**src/rtl/fifo_credit_tx_pkg.sv**
```systemverilog
// Shared types for the credit-flow-controlled FIFO-to-link transmitter.
package fifo_tx_pkg;

  typedef enum logic [1:0] {
    BODY      = 2'b00,
    HEAD      = 2'b01,
    TAIL      = 2'b10,
    HEAD_TAIL = 2'b11
  } flit_type_t;

  typedef enum logic {
    IDLE   = 1'b0,
    IN_PKT = 1'b1
  } tx_state_t;

  // Flit type occupies the top FLIT_TYPE_MSB+1 bits of every flit.
  localparam int unsigned FLIT_TYPE_MSB = 1;

endpackage

```
**src/rtl/fifo_credit_tx_if.sv**
```systemverilog
// FIFO-side and link-side signals of fifo_credit_tx; master is the transmitter view.
interface fifo_credit_tx_if #(
  parameter int unsigned WIDTH   = 34,
  parameter int unsigned CREDITS = 2
);
  localparam int unsigned CW = $clog2(CREDITS + 1);

  logic             en_i;
  logic             fifo_empty_i;
  logic [WIDTH-1:0] fifo_data_i;
  logic             fifo_rd_o;
  logic             link_vld_o;
  logic [WIDTH-1:0] link_data_o;
  logic             link_credit_i;
  logic [CW-1:0]    credits_o;
  logic             lock_o;
  logic             err_o;

  modport master (
    input  en_i, fifo_empty_i, fifo_data_i, link_credit_i,
    output fifo_rd_o, link_vld_o, link_data_o, credits_o, lock_o, err_o
  );

  modport slave (
    output en_i, fifo_empty_i, fifo_data_i, link_credit_i,
    input  fifo_rd_o, link_vld_o, link_data_o, credits_o, lock_o, err_o
  );
endinterface

```
**src/rtl/fifo_credit_tx_credit_counter.sv**
```systemverilog
// Downstream credit counter: resets full, saturates at CREDITS, flags a return while full.
module credit_counter #(
  parameter int unsigned CREDITS = 2,
  localparam int unsigned CW     = $clog2(CREDITS + 1)
) (
  input  logic          clk,
  input  logic          arst,
  input  logic          consume_i,
  input  logic          return_i,
  output logic [CW-1:0] count_o,
  output logic          avail_o,
  output logic          ovf_o
);
  logic [CW-1:0] r_count;
  logic          w_full;

  assign w_full  = (r_count == CW'(CREDITS));
  assign count_o = r_count;
  assign avail_o = (r_count != '0);
  assign ovf_o   = return_i & ~consume_i & w_full;

  always_ff @(posedge clk or posedge arst) begin
    if (arst) begin
      r_count <= CW'(CREDITS);
    end else if (consume_i && !return_i) begin
      r_count <= r_count - CW'(1);
    end else if (return_i && !consume_i && !w_full) begin
      r_count <= r_count + CW'(1);
    end
  end
endmodule

```
**src/rtl/fifo_credit_tx.sv**
```systemverilog
// Drains a router input FIFO onto a credit-controlled link and tracks packet framing.
// Optional protocol checker enabled by defining FIFO_CREDIT_TX_CHECK_EN.
module fifo_credit_tx
  import fifo_tx_pkg::*;
#(
  parameter int unsigned WIDTH   = 34,
  parameter int unsigned CREDITS = 2
) (
  input  logic           clk,
  input  logic           arst,
  fifo_credit_tx_if.master bus
);
  localparam int unsigned CW = $clog2(CREDITS + 1);

  logic             w_pop;
  logic             w_avail;
  logic             w_ovf;
  logic [CW-1:0]    w_count;
  flit_type_t       w_type;
  tx_state_t        r_state;
  logic             r_link_vld;
  logic [WIDTH-1:0] r_link_data;

  credit_counter #(.CREDITS(CREDITS)) u_credit (
    .clk       (clk),
    .arst      (arst),
    .consume_i (w_pop),
    .return_i  (bus.link_credit_i),
    .count_o   (w_count),
    .avail_o   (w_avail),
    .ovf_o     (w_ovf)
  );

  // Pop uses only the registered count; a credit returning this cycle helps next cycle.
  assign w_pop  = ~arst & bus.en_i & ~bus.fifo_empty_i & w_avail;
  assign w_type = flit_type_t'(bus.fifo_data_i[WIDTH-1 -: FLIT_TYPE_MSB+1]);

  assign bus.fifo_rd_o   = w_pop;
  assign bus.credits_o   = w_count;
  assign bus.link_vld_o  = r_link_vld;
  assign bus.link_data_o = r_link_data;
  assign bus.lock_o      = (r_state == IN_PKT) |
                           (w_pop & (r_state == IDLE) & (w_type == HEAD));

  always_ff @(posedge clk or posedge arst) begin
    if (arst) begin
      r_state     <= IDLE;
      r_link_vld  <= 1'b0;
      r_link_data <= '0;
    end else begin
      r_link_vld  <= w_pop;
      r_link_data <= w_pop ? bus.fifo_data_i : '0;
      if (w_pop) begin
        case (r_state)
          IDLE:    if (w_type == HEAD) r_state <= IN_PKT;
          IN_PKT:  if (w_type == TAIL || w_type == HEAD_TAIL) r_state <= IDLE;
          default: r_state <= IDLE;
        endcase
      end
    end
  end

`ifdef FIFO_CREDIT_TX_CHECK_EN
  logic r_err;
  logic w_err;

  assign w_err = (w_pop & (r_state == IDLE)   & (w_type == BODY || w_type == TAIL)) |
                 (w_pop & (r_state == IN_PKT) & (w_type == HEAD)) |
                 w_ovf;

  always_ff @(posedge clk or posedge arst) begin
    if (arst) begin
      r_err <= 1'b0;
    end else begin
      r_err <= w_err;
    end
  end

  assign bus.err_o = r_err;
`else
  logic w_unused_ovf;
  assign w_unused_ovf = w_ovf;
  assign bus.err_o    = 1'b0;
`endif
endmodule

```
**src/flat_wrapper.sv**
```systemverilog
// flat-port wrapper written by rule: the top's interface ports become plain ports
module fifo_credit_tx_flat import fifo_tx_pkg::*;
#(
  parameter int unsigned WIDTH   = 34,
  parameter int unsigned CREDITS = 2
)
  (clk, arst, bus_en_i, bus_fifo_empty_i, bus_fifo_data_i, bus_link_credit_i, bus_fifo_rd_o, bus_link_vld_o, bus_link_data_o, bus_credits_o, bus_lock_o, bus_err_o);
  fifo_credit_tx_if #(.WIDTH(WIDTH), .CREDITS(CREDITS)) bus_i ();
  input  logic clk;
  input  logic arst;
  input wire logic [$bits(bus_i.en_i)-1:0] bus_en_i;
  input wire logic [$bits(bus_i.fifo_empty_i)-1:0] bus_fifo_empty_i;
  input wire logic [$bits(bus_i.fifo_data_i)-1:0] bus_fifo_data_i;
  input wire logic [$bits(bus_i.link_credit_i)-1:0] bus_link_credit_i;
  output wire logic [$bits(bus_i.fifo_rd_o)-1:0] bus_fifo_rd_o;
  output wire logic [$bits(bus_i.link_vld_o)-1:0] bus_link_vld_o;
  output wire logic [$bits(bus_i.link_data_o)-1:0] bus_link_data_o;
  output wire logic [$bits(bus_i.credits_o)-1:0] bus_credits_o;
  output wire logic [$bits(bus_i.lock_o)-1:0] bus_lock_o;
  output wire logic [$bits(bus_i.err_o)-1:0] bus_err_o;
  assign bus_i.en_i = bus_en_i;
  assign bus_i.fifo_empty_i = bus_fifo_empty_i;
  assign bus_i.fifo_data_i = bus_fifo_data_i;
  assign bus_i.link_credit_i = bus_link_credit_i;
  assign bus_fifo_rd_o = bus_i.fifo_rd_o;
  assign bus_link_vld_o = bus_i.link_vld_o;
  assign bus_link_data_o = bus_i.link_data_o;
  assign bus_credits_o = bus_i.credits_o;
  assign bus_lock_o = bus_i.lock_o;
  assign bus_err_o = bus_i.err_o;
  fifo_credit_tx #(.WIDTH(WIDTH), .CREDITS(CREDITS)) u_core (.clk(clk), .arst(arst), .bus(bus_i));
endmodule
```
**config.mk**
```make
export PLATFORM = sky130hd
export DESIGN_NAME = fifo_credit_tx_flat
export DESIGN_NICKNAME = d
export VERILOG_FILES = /design/src/rtl/fifo_credit_tx_pkg.sv /design/src/rtl/fifo_credit_tx_if.sv /design/src/rtl/fifo_credit_tx_credit_counter.sv /design/src/rtl/fifo_credit_tx.sv /design/src/flat_wrapper.sv
export SDC_FILE = /design/constraint.sdc
export NUM_CORES = 1
export LEC_CHECK = 0
export ABC_AREA = 1
export CAP_MARGIN = 20
export CORE_MARGIN = 1.5
export CORE_UTILIZATION = 35
export CTS_BUF_LIST = sky130_fd_sc_hd__clkbuf_4 sky130_fd_sc_hd__clkbuf_8
export DETAILED_ROUTE_END_ITERATION = 7
export PLACE_DENSITY = 0.8
export SYNTH_ARGS = -nofsm -noshare
export SYNTH_HDL_FRONTEND = slang
export SYNTH_SLANG_ARGS = --single-unit
export TNS_END_PERCENT = 100
```
**constraint.sdc**
```tcl
create_clock -name clk -period 1.3 [get_ports clk]
set_input_delay 0.26 -clock clk [delete_from_list [all_inputs] [get_ports clk]]
set_output_delay 0.26 -clock clk [all_outputs]
set_load 0.01 [all_outputs]
```
==> Yosys cells after proc, flatten, opt, wreduce, memory -nomap -nowiden <==
Index checks and enable logic that the tools add are counted.
{ "op_classes": {"add_sub_neg": 2, "mul": 0, "div": 0, "magnitude_cmp": 0, "eq_ne": 4, "shifts": 0, "n_mux": 6, "bitwise_logic": 9, "n_reduce_logical": 9} }
{ "ops": {"columns": ["operator", "n"], "rows": [
  ["2-to-1 mux 34 bit", 1],
  ["== test 2 bit, second input constant", 3],
  ["AND 1 bit", 5],
  ["2-to-1 mux 2 bit", 2],
  ["nonzero test 2 bit", 2],
  ["logical AND 1 bit", 3],
  ["logical NOT 1 bit", 3],
  ["NOT 1 bit", 3],
  ["adder 2 x 1 -> 2 bit, second input constant", 1],
  ["== test 2 x 1 -> 1 bit, second input constant", 1],
  ["2-to-1 mux 1 bit", 2],
  ["one-hot mux 1 bit (2 select lines)", 1],
  ["subtractor 2 x 1 -> 2 bit, second input constant", 1],
  ["logical OR 1 bit", 1],
  ["OR 1 bit", 1]
]} }
{ "word_totals": {"ff_bits": 38, "latch_bits": 0, "ram_bits": 0, "romBits": 0, "out_inout_bits": 40, "wordCells": 34, "n_memories": 0} }

==> Depth between registers and ports, before layout <==
{ "depth": {"ltp_word": 9, "depth_mapped": 8, "ltp_nobuf": 8} }

==> Modules after synthesis <==
A second synthesis with hierarchy kept.
{ "hier_totals": {"hier_cells": 145, "area_unflattened_um2": 1420.1} }
{ "by_module_without_submodules": {"columns": ["module", "instances", "cells_each", "area_each_um2", "seq_area_each_um2"], "rows": [
  ["fifo_credit_tx", 1, 123, 1281.2, 900.9],
  ["credit_counter", 1, 22, 138.9, 51.3]
]} }

==> Worst setup path before layout <==
Ideal clock, no wire load.
{ "synth_timing": {"path_type": "register to output", "from": "register u_core.u_credit.r_count[1] (netlist: u_core.u_credit.count_o[1])", "to": "output bus_lock_o", "arrival_ns": 1.150, "path_slack_ns": -0.110, "stages_incl_launch_ff": 7, "path_buffers": 0, "path_cell_list": "dfstp_2 inv_1 nand2_4 nand3_4 nor2_4 nor2_1 nor2_1"} }
{ "synth_via": {"elab_chain_len": 5} }
{ "synth_lines": {"columns": ["item", "line_no", "rtl"], "rows": [
  ["from (decl)", "fifo_credit_tx_credit_counter.sv:14", "logic [CW-1:0] r_count;"],
  ["from (signal assigned)", "fifo_credit_tx_credit_counter.sv:24", "r_count <= CW'(CREDITS);"],
  ["from (signal assigned)", "fifo_credit_tx_credit_counter.sv:26", "r_count <= r_count - CW'(1);"],
  ["from (signal assigned)", "fifo_credit_tx_credit_counter.sv:28", "r_count <= r_count + CW'(1);"],
  ["nonzero test 2 bit", "fifo_credit_tx_credit_counter.sv:19", "assign avail_o = (r_count != '0);"],
  ["AND 1 bit", "fifo_credit_tx.sv:35", "assign w_pop = ~arst & bus.en_i & ~bus.fifo_empty_i & w_avail;"],
  ["AND 1 bit (2 in series)", "fifo_credit_tx.sv:43", "(w_pop & (r_state == IDLE) & (w_type == HEAD));"],
  ["OR 1 bit", "fifo_credit_tx.sv:42", "assign bus.lock_o = (r_state == IN_PKT) |"],
  ["to (decl)", "flat_wrapper.sv:19", "output wire logic [$bits(bus_i.lock_o)-1:0] bus_lock_o;"]
]} }
Every way passes these cells.

==> Final worst setup path <==
Ends and elaborated chain as after synthesis.

==> metrics <==
pre-CTS setup slack=-697 ps; synthesized area=0.00140 mm2; Yosys cell types=16; iteration count of the initial detailed-routing pass=3; layout cells sized above 1=16.4%; PwrDens=1250 mW/mm2; fin area=0.00240 mm2; Post-Syn Instances=139; Final Setup Violations=5; Critical-path top delay cell=dfstp_2; number of I/O port buffers=77; Max Root-Sink Buffers=2; site row count=22; CP Buf/Inv Count=2; drt via density=4.01; Avg Inst Size Synth=10.1 um2; DRT antenna net count=0; WS Path Type=reg -> out; Min Clock Period, post-route=1600 ps; top cells by area, synth=dfrtp_1, inv_1, nor2_1, nand2_1, buf_6; Layout Nets=270; met3 WL post-DR=261 um; routed len/inst=10.5 um; critical path depth=7; DRC=0; Clock Latency Late Sink=280 ps; Synth area leader=dfrtp_1; R2R cell count=9; routed wl met2=1530 um; post-place instance area=0.00228 mm2; final wirelength=2930 um; Inserted Diodes=0; Worst EP arrival=1340 ps; gr ovfl total=0; Seq/Total Area, Yosys=67.8%; CTS buffer count=5; Fmax achieved=626 MHz; Max rail drop VDD=851 uV; data required time of the worst path=1040 ps; Die Y-Extent=66.3 um; Die Area=0.00440 mm2; GR Util All Layers=14.6%; die width=66.3 um; Max Cap Viol=0; max layer used=met4; clk sinks=38; Min Hold Slack=406 ps; CTS tree=built; worst hold path class=in -> async; H-Tree Depth=2; Core Region=0.00374 mm2; most frequent cells in the layout=inv_1, clkdlybuf4s50_1, dfrtp_1; most used cell, CP=nor2_2; crit path capture type=output port; failing checks=negative setup slack; Final Wtd Congestion=0.786; final critical-path share of the clock period=123%; Worst path top cell family by delay=flip-flops; vias in the first global route=1075; synthesis-to-layout area growth=70.7%; largest net degree at the start of global routing=39; Worst path max stage delay=550 ps; Final Hold Viols=0; I/O pin cnt=79; max-slew violation count=0; Critical Path Start Type=register; synth warn=0; first-pass GRT wire length=4740 um; RSZ-0062 raised after global routing=true; routed vias=1124; DPL Wire Length=2090 um; fillers=317; syn_nets=178; setup slack after layout=-298 ps; crit-path cells=inv_2, nand2_4, nand3_4, nor2_4, nor2_2, nor2_2, buf_2; Yosys reg bits=38; met1 WL=1100 um; Initial DRC Count=30; run status=finished, violations left; initial antenna violation count=0; share of the synthesized area in the top cell type=66.0%; Clock transition at path regs=70 ps; clk_skew=7.24 ps; Pleak=1.45 nW; starting density of the core=37.5%; critical path peak fanout=2; Root Driver=clkbuf_8
through the flow:
step | total power [mW] | setup TNS, ps | cells | utilization [%]
floorplan | 1.73 | -95.9 | 139 | -
detailed placement | 2.18 | -12410 | 270 | 61.0
global route | 3.19 | -1140 | 280 | 64.0
global placement | 2.17 | -11930 | 270 | 61.0
CTS | 3.00 | -1080 | 279 | 63.5
finish | 3.00 | -738 | 280 | 64.0
synthesized netlist by cell type:
cell / instances
inv_1: 39
dfrtp_1: 37
nor2_1: 37
nand2_1: 9
buf_6: 3
nand3_1: 3
nor2_4: 2
a31oi_1: 1
buf_4: 1
clkinv_2: 1
conb_1: 1
dfstp_2: 1
inv_2: 1
nand2_4: 1
nand3_4: 1
nand4_1: 1
layer usage:
metal	vias up	GRT usage, %
met5	-	0
met4	0	4.59
met3	6	5.28
met2	51	26.1
met1	504	15.9
li1	563	-
sequential cells by signal (all words and copies together), names as in the netlist:
signal / flops
u_core.bus.link_data_o: 34
u_core.u_credit.count_o: 2
u_core.bus.link_vld_o: 1
u_core.r_state: 1
power breakdown:
part	leakage, nW	total, mW	switching, mW	internal (mW)
Clock	0.0517	0.829	0.381	0.448
Combinational	0.877	0.822	0.384	0.438
Sequential	0.517	1.35	0.0472	1.30
cell type report:
| type | instances | area (um2) | share of cell area (%) |
|---|---|---|---|
| clock buffer | 7 | 90.1 | 3.76 |
| inverter | 41 | 155 | 6.48 |
| multi-input combinational | 56 | 275 | 11.5 |
| timing repair buffer | 89 | 858 | 35.8 |
| clock inverter | 1 | 5.00 | 0.209 |
| tap | 48 | 60.1 | 2.51 |
| sequential | 38 | 952 | 39.7 |
path summary, 6_finish.rpt:
| check | start | to | slack, ps |
|---|---|---|---|
| max in group asynchronous | arst | u_core.u_credit.count_o[1] | 650 |
| worst min register to register | u_core.r_state | u_core.r_state | 550 |
| min in group clk | bus_fifo_data_i[25] | u_core.bus.link_data_o[25] | 480 |
| worst max register to register | u_core.u_credit.count_o[1] | u_core.u_credit.count_o[0] | -80 |
| worst min-delay path | arst | u_core.bus.link_data_o[33] | 410 |
| worst max-delay path | u_core.u_credit.count_o[1] | bus_lock_o | -300 |
tightest hold or removal path: stages:
cell	delay, ps
clkdlybuf4s50_1	460
inv_1	120
buf_12	220
cells by family after synthesis:
group	count (synthesis)	share of synthesized area, %
compound gates	1	0.446
buf+inv	45	14.0
flops	38	67.8
other cells	1	0.267
simple gates	54	17.5
timing repair:
| item | CTS | global route |
|---|---|---|
| buffers inserted | 0 | 1 |
| cloned | 1 | 0 |
| setup endpoints to repair | 74 | 23 |
| pin swaps | 4 | 1 |
| gates resized for setup | 59 | 6 |
| hold buffers | 0 | 0 |
No activity file was read; power rests on OpenSTA's default activity.
